<file path="config.mk">
export PLATFORM = sky130hd
export DESIGN_NAME = uart_rx
export DESIGN_NICKNAME = d
export VERILOG_FILES = /design/src/rtl/uart_rx_pkg.sv /design/src/rtl/uart_sync.sv /design/src/rtl/uart_rx.sv
export SDC_FILE = /design/constraint.sdc
export NUM_CORES = 1
export LEC_CHECK = 0
export ABC_CLOCK_PERIOD_IN_PS = 4660
export CAP_MARGIN = 10
export CELL_PAD_IN_SITES_DETAIL_PLACEMENT = 1
export CELL_PAD_IN_SITES_GLOBAL_PLACEMENT = 1
export CORE_ASPECT_RATIO = 0.75
export CORE_MARGIN = 10
export CORE_UTILIZATION = 40
export CTS_BUF_LIST = sky130_fd_sc_hd__clkbuf_2 sky130_fd_sc_hd__clkbuf_4 sky130_fd_sc_hd__clkbuf_8
export CTS_CLUSTER_SIZE = 24
export DETAILED_ROUTE_END_ITERATION = 10
export PLACE_DENSITY_LB_ADDON = 0.1
export SLEW_MARGIN = 5
export SYNTH_ARGS = -nofsm -noshare
export SYNTH_HDL_FRONTEND = slang
export SYNTH_SLANG_ARGS = --single-unit
</file>
<file path="constraint.sdc">
create_clock -name clk_i -period 4.66 [get_ports clk_i]
set_input_delay 0.466 -clock clk_i [delete_from_list [all_inputs] [get_ports clk_i]]
set_output_delay 0.466 -clock clk_i [all_outputs]
set_load 0.05 [all_outputs]
</file>
<file path="src/rtl/uart_rx_pkg.sv">
// Shared types and default sizing for the UART receiver.
package uart_rx_pkg;

    localparam int CLKS_PER_BIT_DEF = 868;
    localparam int DATA_WIDTH_DEF   = 8;

    typedef enum logic [2:0] {
        IDLE,
        START,
        DATA,
        PARITY,
        STOP,
        WAIT_IDLE
    } state_t;

endpackage

</file>
<file path="src/rtl/uart_sync.sv">
// Two-flop synchronizer for the asynchronous serial line; resets to the idle level.
module uart_sync (
    input  logic clk_i,
    input  logic rst_ni,
    input  logic line,
    output logic line_sync
);

    logic meta;

    // Resolve metastability over two stages before anyone looks at the line.
    always_ff @(posedge clk_i or negedge rst_ni) begin
        if (!rst_ni) begin
            meta      <= 1'b1;
            line_sync <= 1'b1;
        end else begin
            meta      <= line;
            line_sync <= meta;
        end
    end

endmodule

</file>
<file path="src/rtl/uart_rx.sv">
// UART receiver: start-bit detect, mid-bit sampling, optional even parity,
// stop-bit check and a single-entry valid/ready output register.
//
// state     | meaning
// ----------+-------------------------------------------------------------
// IDLE      | line idle, waiting for a falling edge on rx_s
// START     | half a bit in; confirm the start bit is still low
// DATA      | sampling DATA_WIDTH data bits, LSB first
// PARITY    | sampling the even-parity bit
// STOP      | sampling the stop bit; the word is committed at this sample
// WAIT_IDLE | stop bit was low; wait for the line to return high
module uart_rx
    import uart_rx_pkg::*;
#(
    parameter int CLKS_PER_BIT = CLKS_PER_BIT_DEF,
    parameter int DATA_WIDTH   = DATA_WIDTH_DEF,
    parameter bit PARITY_EN    = 1'b0
) (
    input  logic                  clk_i,
    input  logic                  rst_ni,
    input  logic                  rx_i,
    output logic [DATA_WIDTH-1:0] data_o,
    output logic                  valid_o,
    input  logic                  ready_i,
    output logic                  parity_err_o,
    output logic                  frame_err_o,
    output logic                  overrun_o,
    output logic                  busy_o
);

    localparam logic [15:0] HALF_LOAD = 16'(CLKS_PER_BIT / 2 - 1);
    localparam logic [15:0] FULL_LOAD = 16'(CLKS_PER_BIT - 1);
    localparam logic [3:0]  LAST_BIT  = 4'(DATA_WIDTH - 1);

    logic                  rx_s;
    logic                  rx_prev;
    logic [1:0]            warm;
    state_t                state;
    logic [15:0]           cnt;
    logic [3:0]            bit_idx;
    logic [DATA_WIDTH-1:0] shreg;
    logic                  par_err;
    logic                  sample;
    logic                  fall;
    logic                  wr;

    uart_sync u_sync (
        .clk_i     (clk_i),
        .rst_ni    (rst_ni),
        .line      (rx_i),
        .line_sync (rx_s)
    );

    // rx_prev only follows rx_s once the synchronizer has flushed its reset
    // value, so a line already low at reset release never looks like a start edge.
    always_ff @(posedge clk_i or negedge rst_ni) begin
        if (!rst_ni) begin
            warm    <= 2'b00;
            rx_prev <= 1'b0;
        end else begin
            warm <= {warm[0], 1'b1};
            if (warm[1]) begin
                rx_prev <= rx_s;
            end
        end
    end

    assign fall   = rx_prev & ~rx_s;
    assign sample = (cnt == 16'd0);
    assign wr     = (state == STOP) && sample;
    assign busy_o = (state != IDLE);

    // Frame FSM with a down-counting bit timer; terminal count marks each sample.
    always_ff @(posedge clk_i or negedge rst_ni) begin
        if (!rst_ni) begin
            state   <= IDLE;
            cnt     <= 16'd0;
            bit_idx <= 4'd0;
            shreg   <= '0;
            par_err <= 1'b0;
        end else begin
            case (state)
                IDLE: begin
                    if (fall) begin
                        state   <= START;
                        cnt     <= HALF_LOAD;
                        bit_idx <= 4'd0;
                        par_err <= 1'b0;
                    end
                end
                START: begin
                    if (sample) begin
                        if (!rx_s) begin
                            state <= DATA;
                            cnt   <= FULL_LOAD;
                        end else begin
                            state <= IDLE;
                        end
                    end else begin
                        cnt <= cnt - 16'd1;
                    end
                end
                DATA: begin
                    if (sample) begin
                        shreg <= {rx_s, shreg[DATA_WIDTH-1:1]};
                        cnt   <= FULL_LOAD;
                        if (bit_idx == LAST_BIT) begin
                            state <= PARITY_EN ? PARITY : STOP;
                        end else begin
                            bit_idx <= bit_idx + 4'd1;
                        end
                    end else begin
                        cnt <= cnt - 16'd1;
                    end
                end
                PARITY: begin
                    if (sample) begin
                        par_err <= (^shreg) ^ rx_s;
                        cnt     <= FULL_LOAD;
                        state   <= STOP;
                    end else begin
                        cnt <= cnt - 16'd1;
                    end
                end
                STOP: begin
                    if (sample) begin
                        state <= rx_s ? IDLE : WAIT_IDLE;
                    end else begin
                        cnt <= cnt - 16'd1;
                    end
                end
                WAIT_IDLE: begin
                    if (rx_s) begin
                        state <= IDLE;
                    end
                end
                default: state <= IDLE;
            endcase
        end
    end

    // Output register: commit at the stop sample unless an unread word is
    // still held, in which case the new word is dropped and overrun pulses.
    always_ff @(posedge clk_i or negedge rst_ni) begin
        if (!rst_ni) begin
            data_o       <= '0;
            valid_o      <= 1'b0;
            parity_err_o <= 1'b0;
            frame_err_o  <= 1'b0;
            overrun_o    <= 1'b0;
        end else begin
            overrun_o <= 1'b0;
            if (wr) begin
                if (valid_o && !ready_i) begin
                    overrun_o <= 1'b1;
                end else begin
                    data_o       <= shreg;
                    parity_err_o <= PARITY_EN & par_err;
                    frame_err_o  <= ~rx_s;
                    valid_o      <= 1'b1;
                end
            end else if (valid_o && ready_i) begin
                valid_o <= 1'b0;
            end
        end
    end

endmodule

</file>
* Yosys cells after proc, flatten, opt, wreduce, memory -nomap -nowiden
Cells that the tools add are included.
Cells by class: shift operators 0, magnitude comparators 0, equal/unequal tests 17, bitwise operators 3, div/mod/pow operators 0, muxes and demuxes 25, $mul 0, add/subtract/negate cells 2, reduce and logical (&&, ||, !) cells 17
Operator list (number):
- $mux W16 | 5
- $pmux W16 S4 | 1
- $mux W3 | 8
- $ne A2 B2 Y1 const B | 9
- $pmux W3 S6 | 1
- $logic_not A16 Y1 | 1
- $sub A16 B1 Y16 const B | 1
- $mux W4 | 3
- $pmux W4 S2 | 1
- $reduce_and A4 Y1 | 2
- $reduce_and A7 Y1 | 1
- $eq A3 B2 Y1 const B | 2
- $eq A3 B3 Y1 const B | 2
- $reduce_and A2 Y1 | 3
- $mux W1 | 5
- $add A4 B1 Y4 const B | 1
- $eq A4 B3 Y1 const B | 1
- $reduce_bool A2 Y1 | 2
- $reduce_bool A4 Y1 | 1
- $eq A3 B1 Y1 const B | 1
- $logic_and A1 B1 Y1 | 3
- $logic_not A3 Y1 | 1
- $ne A3 B3 Y1 const B | 1
- $reduce_bool A3 Y1 | 1
- 6 further kinds | 7
Word-level totals: memories 0, input port bits 4, bits in read-only memories 0, output and inout bits 13, RAM bits 0, word-level logic and storage cells 76, latch bits 0, bits in registers 47

* Depth between registers and ports, before layout
Gate-level depths: netlist of run 1.
word-level depth 4, gate-level depth with buffers 8, gate-level depth less buffers 7

* Modules after synthesis
Synthesis of run 1 repeated with hierarchy kept, for this count alone.
Unflattened totals: cell total of the unflattened synthesis 235, area, all modules 2408.6 um2
Modules (own cells, without submodules):
- uart_rx | area an instance 2356.0 um2, seq. area each 1126.1 um2, times used 1, cells each 233
- uart_sync | area an instance 52.6 um2, seq. area each 52.6 um2, times used 1, cells each 2

* Worst setup path after synthesis of run 1
OpenSTA, ideal clock, no wires.
kind reg-to-reg, start reg cnt[0], end reg data_o[0], required time 4.535 ns, buffers on the path 1, data arrival time 2.095 ns, stages on the path, launching flop included 9, library setup time 0.125 ns, slack 2.440 ns, period minus slack after synthesis 2.220 ns, path through dfrtp_1 inv_1 ha_1 or4b_4 or2_4 nor2_4 and3_4 buf_12 mux2_4
Between the ends: longest elaborated chain between the ends 3
Ends and longest elaborated chain:
- start, declared | line uart_rx.sv:39 | logic [15:0] cnt;
- start signal, assigned | line uart_rx.sv:100 | cnt <= cnt - 16'd1;
- start signal, assigned | line uart_rx.sv:113 | cnt <= cnt - 16'd1;
- start signal, assigned | line uart_rx.sv:122 | cnt <= cnt - 16'd1;
- $logic_not A16 Y1 | line uart_rx.sv:69 | assign sample = (cnt == 16'd0);
- $logic_and A1 B1 Y1 | line uart_rx.sv:70 | assign wr = (state == STOP) && sample;
- $reduce_and A2 Y1 (no source line)
- end signal, assigned | line uart_rx.sv:157 | data_o <= shreg;
- end, declared | line uart_rx.sv:22 | output logic [DATA_WIDTH-1:0] data_o,
Every way passes these cells. A chain may end at the register's enable or synchronous reset.

* Worst setup path in the final report of run 1
start reg state[1], end out busy_o
Between the ends: longest elaborated chain between the ends 1
Ends and longest elaborated chain:
- start, declared | line uart_rx.sv:38 | state_t state;
- start signal, assigned | line uart_rx.sv:108 | state <= PARITY_EN ? PARITY : STOP;
- start signal, assigned | line uart_rx.sv:127 | state <= rx_s ? IDLE : WAIT_IDLE;
- $reduce_bool A3 Y1 | line uart_rx.sv:71 | assign busy_o = (state != IDLE);
- end, declared | line uart_rx.sv:28 | output logic busy_o
Every way passes these cells.

==> flow_summary.ini, run 1 <==
[timing]
rsz0062_at_grt = false
setup_violations = 0
post-route-period-util = 0.534
slew_viol_final = 0
max_freq_ghz = 0.402
tightest_slew_ns = 1.03
tns_ns = 0
clock_skew_ns = 0.0109
hold_violations = 0
min_period_ns = 2.49
max_slew_margin = 0.315

[logic_synthesis]
synth_top_area_share = 0.472
synth.area.mux_share = 0.113
synthTopCellsByCount = dfrtp_1 (45), nor2_1 (18), nand2_1 (16)
mappedNetlistNets = 227
synth_top_family_by_area = compound AO/OA/AOI/OAI gates
yosysWarnings = 0
synth_compound_area_frac = 0.184
async_reset_ff_frac = 1.00
synth_flop_cell = dfrtp_1
synth_fa_ha_area_frac = 0.0157
synth_top_area_cell = dfrtp_1
synth_cells = 220
synth.ff_latch_count = 47
synth_edf_count = 0
yosys.area_share.simple = 0.158
yosys-top-cells-area = dfrtp_1 (47%), mux2_4 (5.7%), mux2_2 (4.7%)
ys_seq_area_frac = 0.494
yosysMostFrequentCell = dfrtp_1
synth_xor_area_frac = 0
yosysUniqueCellTypes = 61
netlist_area_um2 = 2390
syn_avg_cell_area_um2 = 10.9

[route]
drt-initial-drc-count = 71
drtAntennaViolNets = 0
wl_per_cell_um = 18.3
viasPerCell = 5.63
wl_um = 5700
vias = 1756
drt_first_pass_iters = 4
drt_drc_violations_left = 0

[clock_network]
clock_latency_ns = 0.30
cts_buffer_depth = 2
cts.sinks = 47
postCtsSetupBuffers = 0
htreeDepth = 2
clk_pin_slew_ns = 0.09
hold_buffers = 0
numCtsBuffers = 5
cts_tree = done
cts_resized = 0
root_buffer = clkbuf_8

[critical_path]
critPathRequiredTime_ns = 4.19
worstPathMaxFanout = 14
crit_path_max_incr_delay_ns = 0.73
r2r_setup_slack_ns = 2.28
reg2regPathDepth = 5
cp_slowest_cell = clkdlybuf4s50_1
critPathArrivalTime_ns = 2.02
regToRegEndpoint = shreg[7]
worstPathCellList = or3_1 > clkdlybuf4s50_1
worstReg2RegStart = cnt[8]
start_kind = register
worst-setup-path-type = reg2out
crit_path_end_kind = output pin

[die]
core_area_um2 = 5800
num_io_pins = 17
start_util = 0.412
die_w_um = 109
rows = 24
dieArea_um2 = 9490
die_y_um = 86.9

[hold_path]
min_path_type = in2async

[layout]
utilization = 0.464
syn2layout_area_growth_pct = 12.5
fill_cells = 642
fin_cells = 312
nNetsFinal = 240
drive_gt1_frac = 0.192
antenna_cells = 0

[pwr]
leakage_nw = 1.16
p_per_area_nw_per_um2 = 516
ir_worst_vdd_mv = 0.304

[global_route]
grt_pass1_vias = 1788
grt_max_degree = 48
antenna_found_initial = 0
grt_usage = 0.122
grt_overflow = 0
grt_pass1_wl_um = 9330

[place]
dp_cells = 304
port_buffers = 15
gp_congestion = 0.871
dp_hpwl_um = 4270

[status]
status = complete, no violations

[job]
max-cap-violations = 0
layer usage:
layer | wire (µm) | track usage | part of all wire | vias to the layer above
li1 | - | - | - | 835
met1 | 2910 | 0.180 | 0.51 | 880
met2 | 2440 | 0.175 | 0.43 | 39
met3 | 332 | 0.0288 | 0.058 | 2
met4 | 21 | 0.0307 | 0.0037 | 0
met5 | 0 | 0 | 0 | -
cells in the final DEF, fill, tap and decap left out, types with 2 or more instances in the layout:
| master | n |
|---|---|
| dfrtp_1 | 45 |
| nor4_1 | 2 |
| and3_1 | 2 |
| ha_1 | 3 |
| or2_2 | 4 |
| a211o_1 | 2 |
| nor3_1 | 6 |
| nand3_1 | 2 |
| mux2_2 | 10 |
| dfstp_2 | 2 |
| mux2_4 | 9 |
| clkdlybuf4s50_1 | 14 |
| clkbuf_8 | 5 |
| a21oi_1 | 10 |
| a41oi_1 | 2 |
| o21ai_0 | 13 |
| a22o_1 | 3 |
| conb_1 | 2 |
| nor2_4 | 2 |
| nand2_1 | 16 |
| inv_1 | 5 |
| mux2_1 | 2 |
| and2_1 | 2 |
| o31ai_1 | 3 |
| o21a_1 | 2 |
| o21ai_1 | 2 |
| nor2_1 | 18 |
| a31oi_1 | 12 |
metrics by stage:
stage	worst slack (ns)	power (mW)	hold slack, ns	instance area, µm²
6_report	2.17	1.39	0.332	2690
5_1_grt	2.07	1.48	0.370	2690
4_1_cts	2.14	1.40	0.362	2690
3_5_place_dp	2.29	1.09	0.348	2570
3_3_place_gp	2.33	1.06	0.339	2570
2_1_floorplan	2.44	0.913	0.170	2390
critical path: cells and delay by family (launching register included):
family        cells  cell delay [ns]
buf+inv           1             0.73
flops             1             0.53
simple gates      1             0.47
logic make-up after synthesis:
logic type,count (synthesis)
buffers and inverters,14
AND/OR/NAND/NOR,69
other,2
multiplexers,21
adder cells (fa/ha/maj),3
AO/OA/AOI/OAI,64
flip-flops,47
registers in the layout (all words and copies together) (netlist names), 2 cells and up:
signal	cells
cnt	16
data_o	8
bit_idx	4
shreg	8
state	3
warm	2
final cells by class:
class,count,area [µm²],share of cell area
multi-input cells,159,1130,0.421
clock buffers,5,68.8,0.0256
clock inverters,3,46.3,0.0172
repair buffers,15,145,0.0540
inverters,5,18.8,0.00699
well taps,78,97.6,0.0363
flip-flops and latches,47,1180,0.439
report_power, final:
part	switching, mW	internal [mW]	leakage, nW
registers	0.0639	0.451	0.614
clock network	0.141	0.162	0.0548
logic	0.380	0.189	0.487
how the worst max path moves through the flow:
| stage | start | endpoint | depth (start not counted) |
|---|---|---|---|
| final | state[1] | busy_o | 2 |
| after global routing | state[1] | busy_o | 2 |
| after CTS | state[1] | busy_o | 2 |
| after detailed placement | cnt[2] | shreg[7] | 5 |
| after global placement | cnt[0] | data_o[6] | 7 |
| after floorplan | cnt[0] | data_o[0] | 8 |
(Power assumes the default switching activity.)
==> run 2, diff against run 1 <==
Settings changed: ABC_CLOCK_PERIOD_IN_PS 4660 to 2600.
Clock period 4.66 ns to 2.6 ns, I/O delays scaled along.
==> flow_summary.ini, run 2 (synthesized netlist as in run 1, its figures left out) <==
[hold_path]
min_path_type = in2async

[status]
status = complete, no violations

[clock_network]
clk_pin_slew_ns = 0.10
cts_tree = done
root_buffer = clkbuf_8
cts_resized = 0
hold_buffers = 0
numCtsBuffers = 5
htreeDepth = 2
cts_buffer_depth = 2
clock_latency_ns = 0.31
cts.sinks = 47
postCtsSetupBuffers = 0

[critical_path]
critPathRequiredTime_ns = 2.79
regToRegEndpoint = frame_err_o
worst-setup-path-type = reg2reg
crit_path_end_kind = register
start_kind = register
worstPathMaxFanout = 9
critPathArrivalTime_ns = 2.56
crit_path_max_incr_delay_ns = 0.47
cp_slowest_cell = or4b_4
reg2regPathDepth = 7
worstReg2RegStart = cnt[0]
worstPathCellList = inv_1 > ha_1 > or4b_4 > or2_4 > nor2_4 > and3_4 > mux2_4
r2r_setup_slack_ns = 0.24

[timing]
slew_viol_final = 0
max_slew_margin = 0.296
rsz0062_at_grt = false
setup_violations = 0
tns_ns = 0
clock_skew_ns = 0.0155
max_freq_ghz = 0.423
tightest_slew_ns = 1.06
hold_violations = 0
worst_hold_slack_ns = 0.135
post-route-period-util = 0.909
min_period_ns = 2.36

[place]
gp_congestion = 0.869
dp_hpwl_um = 4370
port_buffers = 15

[die]
start_util = 0.412
num_io_pins = 17
rows = 24
dieArea_um2 = 9490
die_y_um = 86.9
die_w_um = 109
core_area_um2 = 5800

[pwr]
ir_worst_vdd_mv = 0.576
leakage_nw = 1.16
p_per_area_nw_per_um2 = 910

[route]
vias = 1804
viasPerCell = 5.71
wl_um = 5950
drt-initial-drc-count = 103
drt_first_pass_iters = 4
drt_drc_violations_left = 0
wl_per_cell_um = 18.8
drtAntennaViolNets = 0

[layout]
regMostFlops = cnt
multi_input_comb_area_um2 = 1130
syn2layout_area_growth_pct = 12.8
seq_area_um2 = 1180
mostFrequentLayoutCell = dfrtp_1
antenna_cells = 0
reg.largest.list = cnt (16), data_o (8), shreg (8)
drive_gt1_frac = 0.206
largest_reg_flops = 16
nNetsFinal = 244
fill_cells = 645
layout_common_cells = dfrtp_1 (45), nor2_1 (18), nand2_1 (16)

[global_route]
grt_max_degree = 48
antenna_found_initial = 0
grt_pass1_wl_um = 9840
grt_overflow = 0
grt_usage = 0.132
grt_pass1_vias = 1849

[job]
max-cap-violations = 0
[run 2: cell count changes in the layout (fill, tap and decap cells not counted)]
cell,previous run,this run
buf_4,0,4
bufinv_16,1,0
clkinvlp_4,1,2
[run 2: worst max-delay path, delay by kind of cell (launching register included)]
family	cells	cell delay (ns)
adders and majority gates	1	0.14
buffers and inverters	1	0.10
DFF	1	0.42
muxes	1	0.32
and+or+nand+nor	4	1.27
[run 2: metal layers]
layer | vias to the layer above | track usage | share of wire
met5 | - | 0 | 0
met1 | 913 | 0.190 | 0.50
li1 | 850 | - | -
met2 | 33 | 0.194 | 0.43
met4 | 0 | 0.0389 | 0.011
met3 | 8 | 0.0296 | 0.065
[run 2: worst max-delay path by stage]
stage / end / start / slack (ns) / cells after the start
finish: frame_err_o / cnt[0] / 0.24 / 7
global route: cnt[13] / cnt[2] / 0.11 / 6
CTS: frame_err_o / cnt[0] / 0.23 / 7
detailed placement: data_o[0] / cnt[0] / 0.23 / 7
global placement: frame_err_o / cnt[0] / 0.31 / 7
floorplan: data_o[0] / cnt[0] / 0.38 / 8
[run 2: stage by stage]
| stage | util | instances | cell area [µm²] | power [mW] | setup slack, ns |
|---|---|---|---|---|---|
| finish | 0.465 | 316 | 2690 | 2.45 | 0.236 |
| global route | 0.465 | 316 | 2690 | 2.63 | 0.108 |
| CTS | 0.465 | 316 | 2690 | 2.46 | 0.227 |
| detailed placement | 0.449 | 308 | 2600 | 1.98 | 0.233 |
| global placement | 0.449 | 308 | 2600 | 1.94 | 0.313 |
| floorplan | - | 220 | 2390 | 1.64 | 0.380 |
[run 2: power by group]
| group | switching, mW | leakage, nW | internal [mW] |
|---|---|---|---|
| registers | 0.113 | 0.614 | 0.809 |
| logic | 0.688 | 0.507 | 0.376 |
| clock network | 0.272 | 0.0408 | 0.193 |
[run 2: cell type report]
| class | count | share of cell area |
|---|---|---|
| well taps | 78 | 0.0362 |
| clock buffers | 5 | 0.0255 |
| repair buffers | 19 | 0.0650 |
| inverters | 5 | 0.00697 |
| multi-input cells | 159 | 0.420 |
| clock inverters | 3 | 0.00882 |
| flip-flops and latches | 47 | 0.438 |
==> run 3, diff against run 2 <==
Settings changed: CTS_CLUSTER_DIAMETER set to 40.
==> results of run 3 <==
The final DEF is identical to that of run 2; final timing and power are the same.
